`config.mk`:
```
export PLATFORM = sky130hd
export DESIGN_NAME = ppm_frame_tx
export DESIGN_NICKNAME = d
export VERILOG_FILES = /design/src/rtl/ppm_frame_tx.sv
export SDC_FILE = /design/constraint.sdc
export NUM_CORES = 1
export LEC_CHECK = 0
export ABC_AREA = 1
export CAP_MARGIN = 20
export CORE_AREA = 2 2 137 139
export DETAILED_ROUTE_END_ITERATION = 8
export DIE_AREA = 0 0 139 141
export GPL_TIMING_DRIVEN = 0
export MAX_ROUTING_LAYER = met4
export PLACE_DENSITY = 0.63
export SYNTH_ARGS = -nofsm -noshare
export SYNTH_HDL_FRONTEND = slang
export SYNTH_SLANG_ARGS = --single-unit
```
`constraint.sdc`:
```
create_clock -name clk -period 2.8 [get_ports clk]
set_clock_uncertainty 0.2 [all_clocks]
set_input_delay 0.7 -clock clk [delete_from_list [all_inputs] [get_ports clk]]
set_output_delay 0.7 -clock clk [all_outputs]
set_load 0.1 [all_outputs]
```
`src/rtl/ppm_frame_tx.sv`:
```
// ppm_frame_tx: framed L-PPM transmitter with an input byte FIFO.
// Each frame is SOF (8 slots), frame_len bytes sent as 8/M symbols, then EOF (4 slots).
//
// state  | meaning
// IDLE   | waiting for an acceptable start
// SOF    | 8-slot start-of-frame pattern, pulses in slots 0 and 5
// DATA   | PPM symbols, LSB symbol of each byte first
// EOF    | 4-slot end-of-frame pattern, pulse in slot 2
module ppm_frame_tx #(
  parameter int BITS_PER_SYM = 2,
  parameter int SLOT_CYCLES  = 16,
  parameter int FIFO_DEPTH   = 16,
  parameter int LEN_W        = 5
) (
  input  logic             clk,
  input  logic             rst,
  input  logic [7:0]       s_data,
  input  logic             s_valid,
  output logic             s_ready,
  input  logic             start,
  input  logic [LEN_W-1:0] frame_len,
  output logic             busy,
  output logic             done,
  output logic             err_start,
  output logic [LEN_W-1:0] fifo_count,
  output logic             dout
);

  localparam int M     = BITS_PER_SYM;
  localparam int SPS   = 2 ** (M + 1);
  localparam int SYMS  = 8 / M;
  localparam int SC_W  = $clog2(SLOT_CYCLES);
  localparam int IDX_W = $clog2((SPS > 8) ? SPS : 8);
  localparam int SYM_W = (SYMS > 1) ? $clog2(SYMS) : 1;
  localparam int PTR_W = $clog2(FIFO_DEPTH);

  if (!(M == 1 || M == 2 || M == 4)) begin : g_bad_m
    $error("ppm_frame_tx: BITS_PER_SYM must be 1, 2 or 4");
  end
  if (SLOT_CYCLES < 2) begin : g_bad_s
    $error("ppm_frame_tx: SLOT_CYCLES must be at least 2");
  end
  if (FIFO_DEPTH < 2 || (FIFO_DEPTH & (FIFO_DEPTH - 1)) != 0) begin : g_bad_d
    $error("ppm_frame_tx: FIFO_DEPTH must be a power of two >= 2");
  end
  if ((2 ** LEN_W) <= FIFO_DEPTH) begin : g_bad_len
    $error("ppm_frame_tx: LEN_W too narrow for FIFO_DEPTH");
  end

  typedef enum logic [1:0] {S_IDLE, S_SOF, S_DATA, S_EOF} state_t;

  state_t             state, state_n;
  logic [SC_W-1:0]    slot_cnt, slot_cnt_n;
  logic [IDX_W-1:0]   slot_idx, slot_idx_n;
  logic [SYM_W-1:0]   sym_cnt, sym_cnt_n;
  logic [LEN_W-1:0]   byte_cnt, byte_cnt_n;
  logic [LEN_W-1:0]   len_q;
  logic [7:0]         shreg;
  logic [IDX_W-1:0]   pulse_slot;
  logic               slot_end, accept, push, pop, shift;
  logic               dout_n, done_n, err_n;

  logic [7:0]         mem [FIFO_DEPTH];
  logic [PTR_W-1:0]   wr_ptr, rd_ptr;

  assign s_ready    = fifo_count < LEN_W'(FIFO_DEPTH);
  assign push       = s_valid && s_ready;
  assign busy       = (state != S_IDLE);
  assign slot_end   = (slot_cnt == SC_W'(SLOT_CYCLES - 1));
  assign pulse_slot = IDX_W'({shreg[M-1:0], 1'b1});

  // Acceptance guarantees every byte of the frame is already buffered.
  assign accept = start && (state == S_IDLE) && (frame_len != '0) &&
                  (frame_len <= LEN_W'(FIFO_DEPTH)) && (fifo_count >= frame_len);

  always_ff @(posedge clk) begin
    if (push) mem[wr_ptr] <= s_data;
  end

  always_ff @(posedge clk or posedge rst) begin
    if (rst) begin
      wr_ptr     <= '0;
      rd_ptr     <= '0;
      fifo_count <= '0;
    end else begin
      if (push) wr_ptr <= wr_ptr + PTR_W'(1);
      if (pop)  rd_ptr <= rd_ptr + PTR_W'(1);
      case ({push, pop})
        2'b10:   fifo_count <= fifo_count + LEN_W'(1);
        2'b01:   fifo_count <= fifo_count - LEN_W'(1);
        default: fifo_count <= fifo_count;
      endcase
    end
  end

  always_comb begin
    state_n    = state;
    slot_cnt_n = slot_cnt;
    slot_idx_n = slot_idx;
    sym_cnt_n  = sym_cnt;
    byte_cnt_n = byte_cnt;
    pop        = 1'b0;
    shift      = 1'b0;
    done_n     = 1'b0;
    err_n      = start && !accept;

    case (state)
      S_IDLE: begin
        if (accept) begin
          state_n    = S_SOF;
          slot_cnt_n = '0;
          slot_idx_n = '0;
        end
      end
      S_SOF: begin
        if (!slot_end) begin
          slot_cnt_n = slot_cnt + SC_W'(1);
        end else begin
          slot_cnt_n = '0;
          if (slot_idx == IDX_W'(7)) begin
            state_n    = S_DATA;
            slot_idx_n = '0;
            sym_cnt_n  = '0;
            byte_cnt_n = '0;
          end else begin
            slot_idx_n = slot_idx + IDX_W'(1);
          end
        end
      end
      S_DATA: begin
        pop = (slot_cnt == '0) && (slot_idx == '0) && (sym_cnt == '0);
        if (!slot_end) begin
          slot_cnt_n = slot_cnt + SC_W'(1);
        end else begin
          slot_cnt_n = '0;
          if (slot_idx == IDX_W'(SPS - 1)) begin
            slot_idx_n = '0;
            shift      = 1'b1;
            if (sym_cnt == SYM_W'(SYMS - 1)) begin
              sym_cnt_n = '0;
              if (byte_cnt == len_q - LEN_W'(1)) begin
                state_n = S_EOF;
              end else begin
                byte_cnt_n = byte_cnt + LEN_W'(1);
              end
            end else begin
              sym_cnt_n = sym_cnt + SYM_W'(1);
            end
          end else begin
            slot_idx_n = slot_idx + IDX_W'(1);
          end
        end
      end
      S_EOF: begin
        if (!slot_end) begin
          slot_cnt_n = slot_cnt + SC_W'(1);
        end else begin
          slot_cnt_n = '0;
          if (slot_idx == IDX_W'(3)) begin
            state_n    = S_IDLE;
            slot_idx_n = '0;
            done_n     = 1'b1;
          end else begin
            slot_idx_n = slot_idx + IDX_W'(1);
          end
        end
      end
      default: state_n = S_IDLE;
    endcase
  end

  // dout is registered, so it is decoded from the position being entered.
  // Slot 0 of a symbol is never a pulse, which hides the shift-register load.
  always_comb begin
    dout_n = 1'b1;
    case (state_n)
      S_SOF:   dout_n = !((slot_idx_n == '0) || (slot_idx_n == IDX_W'(5)));
      S_DATA:  dout_n = (slot_idx_n != pulse_slot);
      S_EOF:   dout_n = (slot_idx_n != IDX_W'(2));
      default: dout_n = 1'b1;
    endcase
  end

  always_ff @(posedge clk or posedge rst) begin
    if (rst) begin
      state     <= S_IDLE;
      slot_cnt  <= '0;
      slot_idx  <= '0;
      sym_cnt   <= '0;
      byte_cnt  <= '0;
      len_q     <= '0;
      shreg     <= '0;
      dout      <= 1'b1;
      done      <= 1'b0;
      err_start <= 1'b0;
    end else begin
      state     <= state_n;
      slot_cnt  <= slot_cnt_n;
      slot_idx  <= slot_idx_n;
      sym_cnt   <= sym_cnt_n;
      byte_cnt  <= byte_cnt_n;
      dout      <= dout_n;
      done      <= done_n;
      err_start <= err_n;
      if (accept) len_q <= frame_len;
      if (pop)        shreg <= mem[rd_ptr];
      else if (shift) shreg <= shreg >> M;
    end
  end

endmodule

```
==> impl_metrics.json, run 1 <==
{
  "cts_made_buffers": 17,
  "crit_type": "reg -> out",
  "rows": 50,
  "synth_edf_count": 128,
  "startpoint_type": "flop",
  "clock_path_buffers": 2,
  "worstPathCellList": "dlygate4sd2_1",
  "slowest_stage": "dlygate4sd2_1",
  "placedCellCount": 1012,
  "dieArea_um2": 19600,
  "hold_violations": 0,
  "n_antenna_cell": 0,
  "regToRegSetupSlack_ps": 120,
  "end_kind": "output port",
  "cts_tree": "done",
  "place_congestion": 0.842,
  "core_area_um2": 18300,
  "io_buffer_count": 26,
  "syn_nets": 798,
  "via_per_inst": 5.34,
  "syn_area_per_cell_um2": 10.7,
  "start_util": 0.440,
  "crit_fanout": 1,
  "drv_cap": 0,
  "fp.dieW_um": 139,
  "cts_hold_buffers": 0,
  "grtUsageTotal": 0.205,
  "grt_pass1_wl_um": 30100,
  "setup_slack_ps": 120,
  "critPathTopFamily": "buffers and inverters",
  "dp_hpwl_um": 12700,
  "max_stage_delay_ps": 840,
  "ys_types": 45,
  "clk_latency_ps": 430,
  "final_common_cell": "edfxtp_1",
  "async_reset_ff_frac": 0.260,
  "ant_nets": 0,
  "final_cells": 1052,
  "drive_gt1_frac": 0.123,
  "num_vias": 5622,
  "final_cell_mix": "128 x edfxtp_1, 112 x nand2_1, 94 x nor2_1, 70 x inv_1, 63 x o21ai_0",
  "slew_violations": 0,
  "top_usage_layer": "met2",
  "setup_viol": 0,
  "cts.sinks": 173,
  "rsz0062_at_grt": "true",
  "grt_pass1_vias": 5593,
  "syn2layout_area_growth_pct": 15.9,
  "slew_headroom": 0.340,
  "cts_max_level": 4,
  "outcome": "finished clean",
  "grtUsageMet3": 0.0414,
  "synth-main-ff-cell": "edfxtp_1",
  "layout.nets": 853,
  "drt_pass1_iterations": 5,
  "required_ps": 1900,
  "drt_iter0_markers": 438,
  "seq_area_frac_synth": 0.619,
  "drt-total-wl_um": 18800,
  "fin_crit_ps": 2680,
  "hp-class": "reg -> reg",
  "worst_ir_drop_vdd_uv": 848,
  "antenna_found_initial": 0,
  "place_ws_ps": -448,
  "final.setup.tns_ps": 0,
  "power.leakage_uw": 0.00370,
  "wire_per_inst_um": 17.8,
  "synth_cells": 750,
  "ys_warn_count": 0,
  "finalCritPeriodShare": 0.957,
  "grt_use_met2": 0.336,
  "crit_arrival_ps": 1780,
  "use_met1": 0.258,
  "grt_overflow_total": 0,
  "worstPathBufferInverterCount": 1,
  "max_freq_mhz": 373,
  "drcViolationCount": 0,
  "holdWs_ps": 285,
  "powerDensity_nw_per_um2": 1030,
  "ioPinCount": 27,
  "synth-seq-cells": 173,
  "worst_pin_slew_ps": 986,
  "synth_area_um2": 8040,
  "grt_max_degree": 28,
  "path_clk_slew_ps": 70,
  "clockRootBuffer": "clkbuf_16",
  "die_h_um": 141
}
## area by class of cell
class	instances	area [um^2]
Buffer	28	169
Clock buffer	17	425
Clock inverter	15	134
Fill cell	1643	8950
Inverter	84	327
Multi-Input combinational cell	464	2650
Sequential cell	173	4970
Tap cell	234	293
Timing Repair Buffer	37	343
## path summary, 6_finish.rpt
kind	from	to	cells past startpoint
max in group asynchronous	rst	fifo_count[4]	3
setup / recovery	dout	dout	1
min in group asynchronous	rst	len_q[0]	2
hold reg to reg	len_q[1]	len_q[1]	2
setup reg to reg	state[0]	fifo_count[4]	15
hold / removal	len_q[1]	len_q[1]	2
## sequential cells by signal (all words and copies together) (netlist names)
signal and flops:
dout 1, byte_cnt 5, fifo_count 5, slot_cnt 4, mem 128, sym_cnt 2, err_start 1, done 1
shreg 8, len_q 5, wr_ptr 4, rd_ptr 4, state 2, slot_idx 3
## synthesized netlist by cell type, types with 9 or more instances
master / instances / area (um^2)
clkbuf_1: 13 / 48.8
edfxtp_1: 128 / 3840
o21ai_0: 63 / 315
xor2_1: 10 / 87.6
o221ai_1: 13 / 114
o22ai_1: 10 / 62.6
nor2_1: 95 / 357
a22oi_1: 10 / 75.1
nand2_1: 113 / 424
inv_1: 74 / 278
nand3_1: 30 / 150
ha_1: 30 / 375
dfrtp_1: 44 / 1100
a21oi_1: 27 / 135
o211ai_1: 9 / 67.6
## what timing repair did
action,4_1_cts,5_1_grt
setup endpoints to repair,12,5
cloned,0,0
setup buffers,2,7
pin swaps,0,2
endpoints found under the hold margin,0,0
resized for setup,22,8
## per-stage QoR
step                      total power, uW  utilization  area [um^2]
after global placement               7170        0.472         8620
final                                9560        0.510         9310
after CTS                            9470        0.506         9250
after global routing                10100        0.510         9310
after floorplan                      6120            -         8070
after detailed placement             7230        0.474         8650
## metal layers
| metal | wire length, um | up-vias |
|---|---|---|
| met5 | 0 | - |
| met4 | 436 | 0 |
| met3 | 1020 | 35 |
| met2 | 9020 | 161 |
| met1 | 8300 | 2708 |
| li1 | - | 2718 |
## power breakdown
group          internal (uW)  leakage, uW  switching, uW
logic                   1230      0.00171           2720
registers               3140      0.00172            232
clock network           1170     0.000271           1070
total                   5530      0.00370           4020
## logic make-up after synthesis
logic type,synth area share
xor+xnor,0.0131
buf+inv,0.0601
flops,0.619
compound gates,0.119
simple gates,0.140
fa+ha+maj,0.0492
Power figures use the tool's default switching activity.
==> run 2: changes to the inputs <==
- SLEW_MARGIN: default -> 40
==> impl_metrics.json, run 2 (synthesis results as in run 1) <==
{
  "rows": 50,
  "regToRegEndpoint": "fifo_count[4]",
  "powerDensity_nw_per_um2": 1040,
  "drt_pass1_iterations": 5,
  "drive_gt1_frac": 0.148,
  "holdWs_ps": 288,
  "grt_overflow_total": 0,
  "grt_max_degree": 39,
  "largest_reg_flops": 128,
  "antenna_found_initial": 0,
  "regToRegSetupSlack_ps": 150,
  "wire_per_inst_um": 18.0,
  "end_kind": "output port",
  "hp-class": "reg -> reg",
  "drv_cap": 0,
  "drt-total-wl_um": 18900,
  "slew_headroom": 0.427,
  "dieArea_um2": 19600,
  "final_common_cell": "edfxtp_1",
  "reg.largest.list": "mem x128, shreg x8",
  "clk_latency_ps": 440,
  "via_per_inst": 5.38,
  "crit_fanout": 6,
  "crit_arrival_ps": 1790,
  "ant_nets": 0,
  "finalCritPeriodShare": 0.961,
  "worstPathBufferInverterCount": 4,
  "placedCellCount": 1012,
  "start_util": 0.440,
  "clock_path_buffers": 2,
  "cts.sinks": 173,
  "ioPinCount": 27,
  "max_stage_delay_ps": 410,
  "num_vias": 5652,
  "startpoint_type": "flop",
  "layout.nets": 851,
  "min_from": "len_q[1]",
  "cts_max_level": 4,
  "regMostFlops": "mem",
  "required_ps": 1900,
  "hold_end": "len_q[1]",
  "grt_pass1_wl_um": 30200,
  "syn2layout_area_growth_pct": 16.4,
  "slew_violations": 0,
  "worst_pin_slew_ps": 856,
  "n_antenna_cell": 0,
  "finish.utilization": 0.512,
  "critPathLaunch": "state[0]",
  "dp_hpwl_um": 12600,
  "place_area_um2": 8640,
  "grtUsageTotal": 0.207,
  "drt_iter0_markers": 423,
  "final_cell_mix": "128 x edfxtp_1, 112 x nand2_1, 81 x nor2_1, 70 x inv_1, 63 x o21ai_0",
  "slowest_stage": "buf_2",
  "hold_violations": 0,
  "max_freq_mhz": 372,
  "worstRegToRegCells": 16,
  "cts_tree": "done",
  "fill_cells": 1636,
  "setup_slack_ps": 109,
  "place_ws_ps": -409,
  "place_congestion": 0.842,
  "die_h_um": 141,
  "final_area_um2": 9360,
  "outcome": "finished clean",
  "clockRootBuffer": "clkbuf_16",
  "crit_type": "reg -> out",
  "worstPathCellList": "inv_2, buf_4, ha_1, inv_1, buf_2",
  "fp.dieW_um": 139,
  "min_path_cells": 2,
  "worst_ir_drop_vdd_uv": 683,
  "power.leakage_uw": 0.00368,
  "fin_crit_ps": 2690,
  "cts_made_buffers": 17,
  "core_area_um2": 18300,
  "grt_pass1_vias": 5603,
  "io_buffer_count": 26,
  "final_cells": 1050,
  "drcViolationCount": 0,
  "setup_viol": 0,
  "rr_startpoint": "state[0]",
  "critPathTopFamily": "buffers and inverters",
  "path_clk_slew_ps": 80
}
[run 2: power by group]
part           internal, uW  switching (uW)  total, uW  leakage (uW)
Sequential             3140             231       3370       0.00172
Combinational          1200            2730       3930       0.00166
Clock                  1240            1230       2470      0.000301
Total                  5570            4190       9770       0.00368
[run 2: worst max-delay path by stage]
stage	endpoint	slack, ps	cells after the start
after floorplan	fifo_count[4]	10	11
after global placement	fifo_count[4]	-490	2
after detailed placement	fifo_count[4]	-410	17
after CTS	fifo_count[4]	10	17
after global routing	fifo_count[4]	-20	16
final	busy	110	5
[run 2: per-stage QoR]
stage          total power, uW  setup TNS [ps]
2_1_floorplan             6120               0
3_3_place_gp              7170          -28530
3_5_place_dp              7200           -5170
4_1_cts                   9710               0
5_1_grt                  10300           -32.0
6_report                  9770               0
[run 2: layout make-up]
class | count | area (um^2) | area share
Buffer | 28 | 169 | 0.0181
Sequential cell | 173 | 4980 | 0.532
Multi-Input combinational cell | 464 | 2670 | 0.286
Inverter | 84 | 329 | 0.0352
Clock inverter | 15 | 201 | 0.0215
Clock buffer | 17 | 425 | 0.0455
Tap cell | 234 | 293 | 0.0313
Timing Repair Buffer | 35 | 290 | 0.0310
[run 2: worst reg2reg max path: stages (launching register included)]
cell and delay (ps):
dfrtp_1 410, inv_2 80, ha_1 150, buf_6 140
nand4_1 100, inv_2 90, nand4_4 140, inv_8 130
ha_4 150, inv_1 70, fa_2 360, nor2_2 120
a211oi_2 60, nand2_1 60, nand2_1 40, nor2_1 110
xor2_1 160
[run 2: what timing repair did]
action,4_1_cts,5_1_grt
buffers inserted,2,5
hold buffers,0,0
gates resized for setup,8,6
setup endpoints to repair,4,2
pin swaps,0,2
[run 2: layer usage]
layer	wire length (um)	part of all wire	vias to the layer above	track usage
met3	1020	0.054	38	0.0435
met1	8320	0.44	2721	0.258
met5	0	0	-	-
li1	-	-	2718	-
met2	9210	0.49	175	0.338
met4	388	0.020	0	0.0739
==> patch 1: new RTL, config.mk and constraints of run 1 <==
Re-encode `state_t` (4 states) as one-hot, 4 bits wide.
--- a/src/rtl/ppm_frame_tx.sv
+++ b/src/rtl/ppm_frame_tx.sv
@@ -48,5 +48,5 @@
   end
 
-  typedef enum logic [1:0] {S_IDLE, S_SOF, S_DATA, S_EOF} state_t;
+  typedef enum logic [3:0] {S_IDLE = 4'b0001, S_SOF = 4'b0010, S_DATA = 4'b0100, S_EOF = 4'b1000} state_t;
 
   state_t             state, state_n;
Check against the original RTL: no difference found for any inputs over 10 cycles, from zero or initial values and one cycle with rst high; not proved beyond that.
==> patch 1 against run 1 <==
  * Non-clock buffer count decreased by 6
  * Sequential cell count increased by 2
  * Worst setup slack got worse by 93 ps
  * Cell area decreased by 0.86%
  * Global-route usage decreased by 0.075 points
  * Register-to-register slack improved by 40 ps
  * First-iteration DRC count increased by 14%
  * Fmax decreased by 3.4%
  * Wire length decreased by 0.13%
  * Area after synthesis decreased by 0.97%
  * Highest routed layer unchanged
Power is not compared: it rests on default switching activity, and its combinational part moved more than twofold at a synthesized area within 25%.
==> patch 1: results (changes against run 1) <==
\begin{tabular}{lr}
\hline
Metric & Value \\
\hline
\multicolumn{2}{l}{\textbf{Worst setup path}} \\
Max stage delay cell, worst path & sky130\_fd\_sc\_hd\_\_clkdlybuf4s50\_1 \\
Crit path capture & done \\
FF-to-FF Start & state[0]\$\_DFF\_PP1\_ \\
Critical path origin & done\$\_DFF\_PP0\_ \\
\multicolumn{2}{l}{\textbf{Drt}} \\
Detailed router's first-iteration violation count & 501 (+14\%) \\
Sum of routed wire length over all layers & 18.7 mm (-0.13\%) \\
Metal-1 WL & 7.84 mm (-5.4\%) \\
Met3 wirelength from detailed routing & 1.19 mm (+16\%) \\
Met2 wire len & 9.30 mm (+3.1\%) \\
Routed vias & 5578 (-0.78\%) \\
\multicolumn{2}{l}{\textbf{Global route}} \\
Number of global-route vias before repair & 5568 (-0.45\%) \\
Total routing usage reported by global routing & 20.4\% (-0.075 points) \\
Maximum number of pins on one net before global-route repair & 39 (+39\%) \\
\multicolumn{2}{l}{\textbf{Logic synthesis}} \\
Xor and xnor fraction of the mapped netlist area & 1.54\% (+0.23 points) \\
Leading post-synthesis cells by cell area & sky130\_fd\_sc\_hd\_\_edfxtp\_1 (48\%), sky130\_fd\_sc\_hd\_\_dfrtp\_1 (14\%), sky130\_fd\_sc\_hd\_\_nand2\_1 (6.0\%) \\
Share of the synthesized area in compound gates (AO/OA/AOI/OAI) & 11.4\% (-0.42 points) \\
Adder-cell share of the synthesized area & 4.18\% (-0.74 points) \\
Synthesized netlist cell count & 737 (-1.7\%) \\
Top cell types by occurrence after synthesis & sky130\_fd\_sc\_hd\_\_edfxtp\_1 (128), sky130\_fd\_sc\_hd\_\_nand2\_1 (128), sky130\_fd\_sc\_hd\_\_nor2\_1 (89) \\
Total nets after synthesis & 780 (-2.3\%) \\
Sequential share of the synthesized area & 63.1\% (+1.2 points) \\
\multicolumn{2}{l}{\textbf{Placed design}} \\
Final weighted congestion in routability-driven placement & 0.872 (+3.6\%) \\
Detailed Place HPWL & 12.4 mm (-2.1\%) \\
Instance area after placement & 8560 um\^{}2 (-1.0\%) \\
\multicolumn{2}{l}{\textbf{Timing}} \\
Slew at the pin with the worst max-slew slack & 1120 ps (+129 ps) \\
Maximum frequency from static timing analysis & 361 MHz (-3.4\%) \\
\multicolumn{2}{l}{\textbf{Cells and area}} \\
Non-filler cells in the finished layout & 1036 (-1.5\%) \\
Final Net Count & 832 (-2.5\%) \\
Fraction of layout cells with a size suffix above 1 & 11.7\% (-0.63 points) \\
\# fillers & 1598 (-2.7\%) \\
\multicolumn{2}{l}{\textbf{Status}} \\
Status & finished clean \\
\hline
\end{tabular}
[patch 1: changes by cell type after synthesis, sizes merged, moves of 3 or more]
cell,run 1,this run
a21oi,28,24
a22oi,10,5
buf,16,12
ha,30,25
inv,82,71
nand2,118,138
nor3,7,1
o211ai,12,9
o21ai,72,75
o22ai,10,15
[patch 1: power by group]
part	internal, W	leakage (nW)	total [W]	switching (W)
registers	0.00310	1.77	0.00329	0.000190
clock network	0.00136	0.305	0.00248	0.00111
logic	0.000432	1.56	0.00159	0.00116
[patch 1: timing repair]
action | CTS | global route
gates resized for setup | 11 | 11
pin swaps | 0 | 2
setup buffers | 1 | 5
endpoints found under the setup margin | 10 | 3
[patch 1: cell type report]
class                           instances  area share (%)
Buffer                                 26            1.31
Clock buffer                           17            4.61
Clock inverter                         15            2.11
Inverter                               71            2.98
Multi-Input combinational cell        465            28.1
Sequential cell                       175            54.4
Tap cell                              234            3.17
Timing Repair Buffer                   33            3.32
==> patch 2: new RTL, settings of run 1 <==
Made on the original files. Change the parameter `SLOT_CYCLES` from 16 to 64.
--- a/src/rtl/ppm_frame_tx.sv
+++ b/src/rtl/ppm_frame_tx.sv
@@ -9,5 +9,5 @@
 module ppm_frame_tx #(
   parameter int BITS_PER_SYM = 2,
-  parameter int SLOT_CYCLES  = 16,
+  parameter int SLOT_CYCLES  = 64,
   parameter int FIFO_DEPTH   = 16,
   parameter int LEN_W        = 5
Formal check against the unedited RTL: no difference found for any inputs over 10 cycles, from zero or initial values and one cycle with rst high; that may be too few to reach the edited logic, so the function may still have changed.
==> patch 2 against run 1 <==
  * Cell area decreased by 0.56%
  * Area after synthesis decreased by 0.19%
  * Wire length increased by 4.6%
  * Die area unchanged
  * Sequential cell count increased by 2
  * Worst setup slack got worse by 86 ps
  * Via count increased by 2.4%
  * Synthesized cell count decreased by 0.27%
  * Count of clock-buffer cells in the layout increased by 1
  * Critical path type unchanged
Power is not compared: it rests on default switching activity, and its combinational part moved more than twofold at a synthesized area within 25%.
==> patch 2: results (changes against run 1) <==
\begin{tabular}{lr}
\hline
Metric & Value \\
\hline
\multicolumn{2}{l}{\textbf{Drt}} \\
Sum of routed wire length over all layers & 19.6 mm (+4.6\%) \\
Detailed router's first-iteration violation count & 577 (+32\%) \\
First-pass iteration count of the detailed router & 6 (+1) \\
\multicolumn{2}{l}{\textbf{Cells and area}} \\
Non-filler cells in the finished layout & 1044 (-0.76\%) \\
Fraction of area in clock buffers and inverters & 6.12\% (+0.12 points) \\
Final Net Count & 847 (-0.70\%) \\
Fraction of layout cells with a size suffix above 1 & 8.64\% (-3.7 points) \\
Non-clock inverter count in the final layout & 75 (-11\%) \\
Sequential cell count & 175 (+1.2\%) \\
Multi-input logic area & 2670 um\^{}2 (+0.71\%) \\
\multicolumn{2}{l}{\textbf{Logic synthesis}} \\
Top cell types by occurrence after synthesis & sky130\_fd\_sc\_hd\_\_nand2\_1 (137), sky130\_fd\_sc\_hd\_\_edfxtp\_1 (128), sky130\_fd\_sc\_hd\_\_nor2\_1 (87) \\
Xor and xnor fraction of the mapped netlist area & 1.86\% (+0.55 points) \\
Unique masters post-synth & 40 (-11\%) \\
Per-instance average area after synthesis & 10.7 um\^{}2 (about the same) \\
Async set-reset flop share out of synthesis & 26.9\% (+0.85 points) \\
Adder-cell share of the synthesized area & 4.93\% (+0.0092 points) \\
\multicolumn{2}{l}{\textbf{Placed design}} \\
Detailed Place HPWL & 13.1 mm (+3.4\%) \\
Final weighted congestion in routability-driven placement & 0.847 (+0.63\%) \\
\multicolumn{2}{l}{\textbf{Global route}} \\
Wire length of the first global-routing pass & 30.4 mm (+1.1\%) \\
Total routing usage reported by global routing & 20.9\% (+0.40 points) \\
Number of global-route vias before repair & 5610 (+0.30\%) \\
Maximum number of pins on one net before global-route repair & 27 (-3.6\%) \\
\multicolumn{2}{l}{\textbf{Status}} \\
Status & finished clean \\
\multicolumn{2}{l}{\textbf{Worst setup path}} \\
R2r worst-path depth & 16 (+1) \\
Critical path origin & fifo\_count[4]\$\_DFFE\_PP0P\_ \\
\hline
\end{tabular}
patch 2: metrics by stage:
step	setup WS, ps	hold WS [ps]	cell area (um^2)
finish	33.9	297	9260
global route	-1.48	343	9260
CTS	10.9	295	9210
detailed placement	-411	300	8630
global placement	-465	278	8610
floorplan	26.9	253	8050
patch 2: layer usage:
layer	part of all wire, %	track usage, %
met1	40	24.8
met2	51	35.6
met4	1.8	7.39
met5	0	-
met3	7.6	4.25
patch 2: power by group through the flow:
stage / Clock (W) / Sequential [W] / Combinational (W)
finish: 0.00231 / 0.00312 / 0.00100
global route: 0.00241 / 0.00315 / 0.00108
CTS: 0.00232 / 0.00312 / 0.00101
detailed placement: 0 / 0.00318 / 0.00103
global placement: 0 / 0.00317 / 0.000977
floorplan: 0 / 0.00340 / 0.000472
patch 2: what timing repair did:
| item | 4_1_cts | 5_1_grt |
|---|---|---|
| buffers inserted | 1 | 4 |
| resized for setup | 20 | 10 |
| setup endpoints to repair | 12 | 5 |
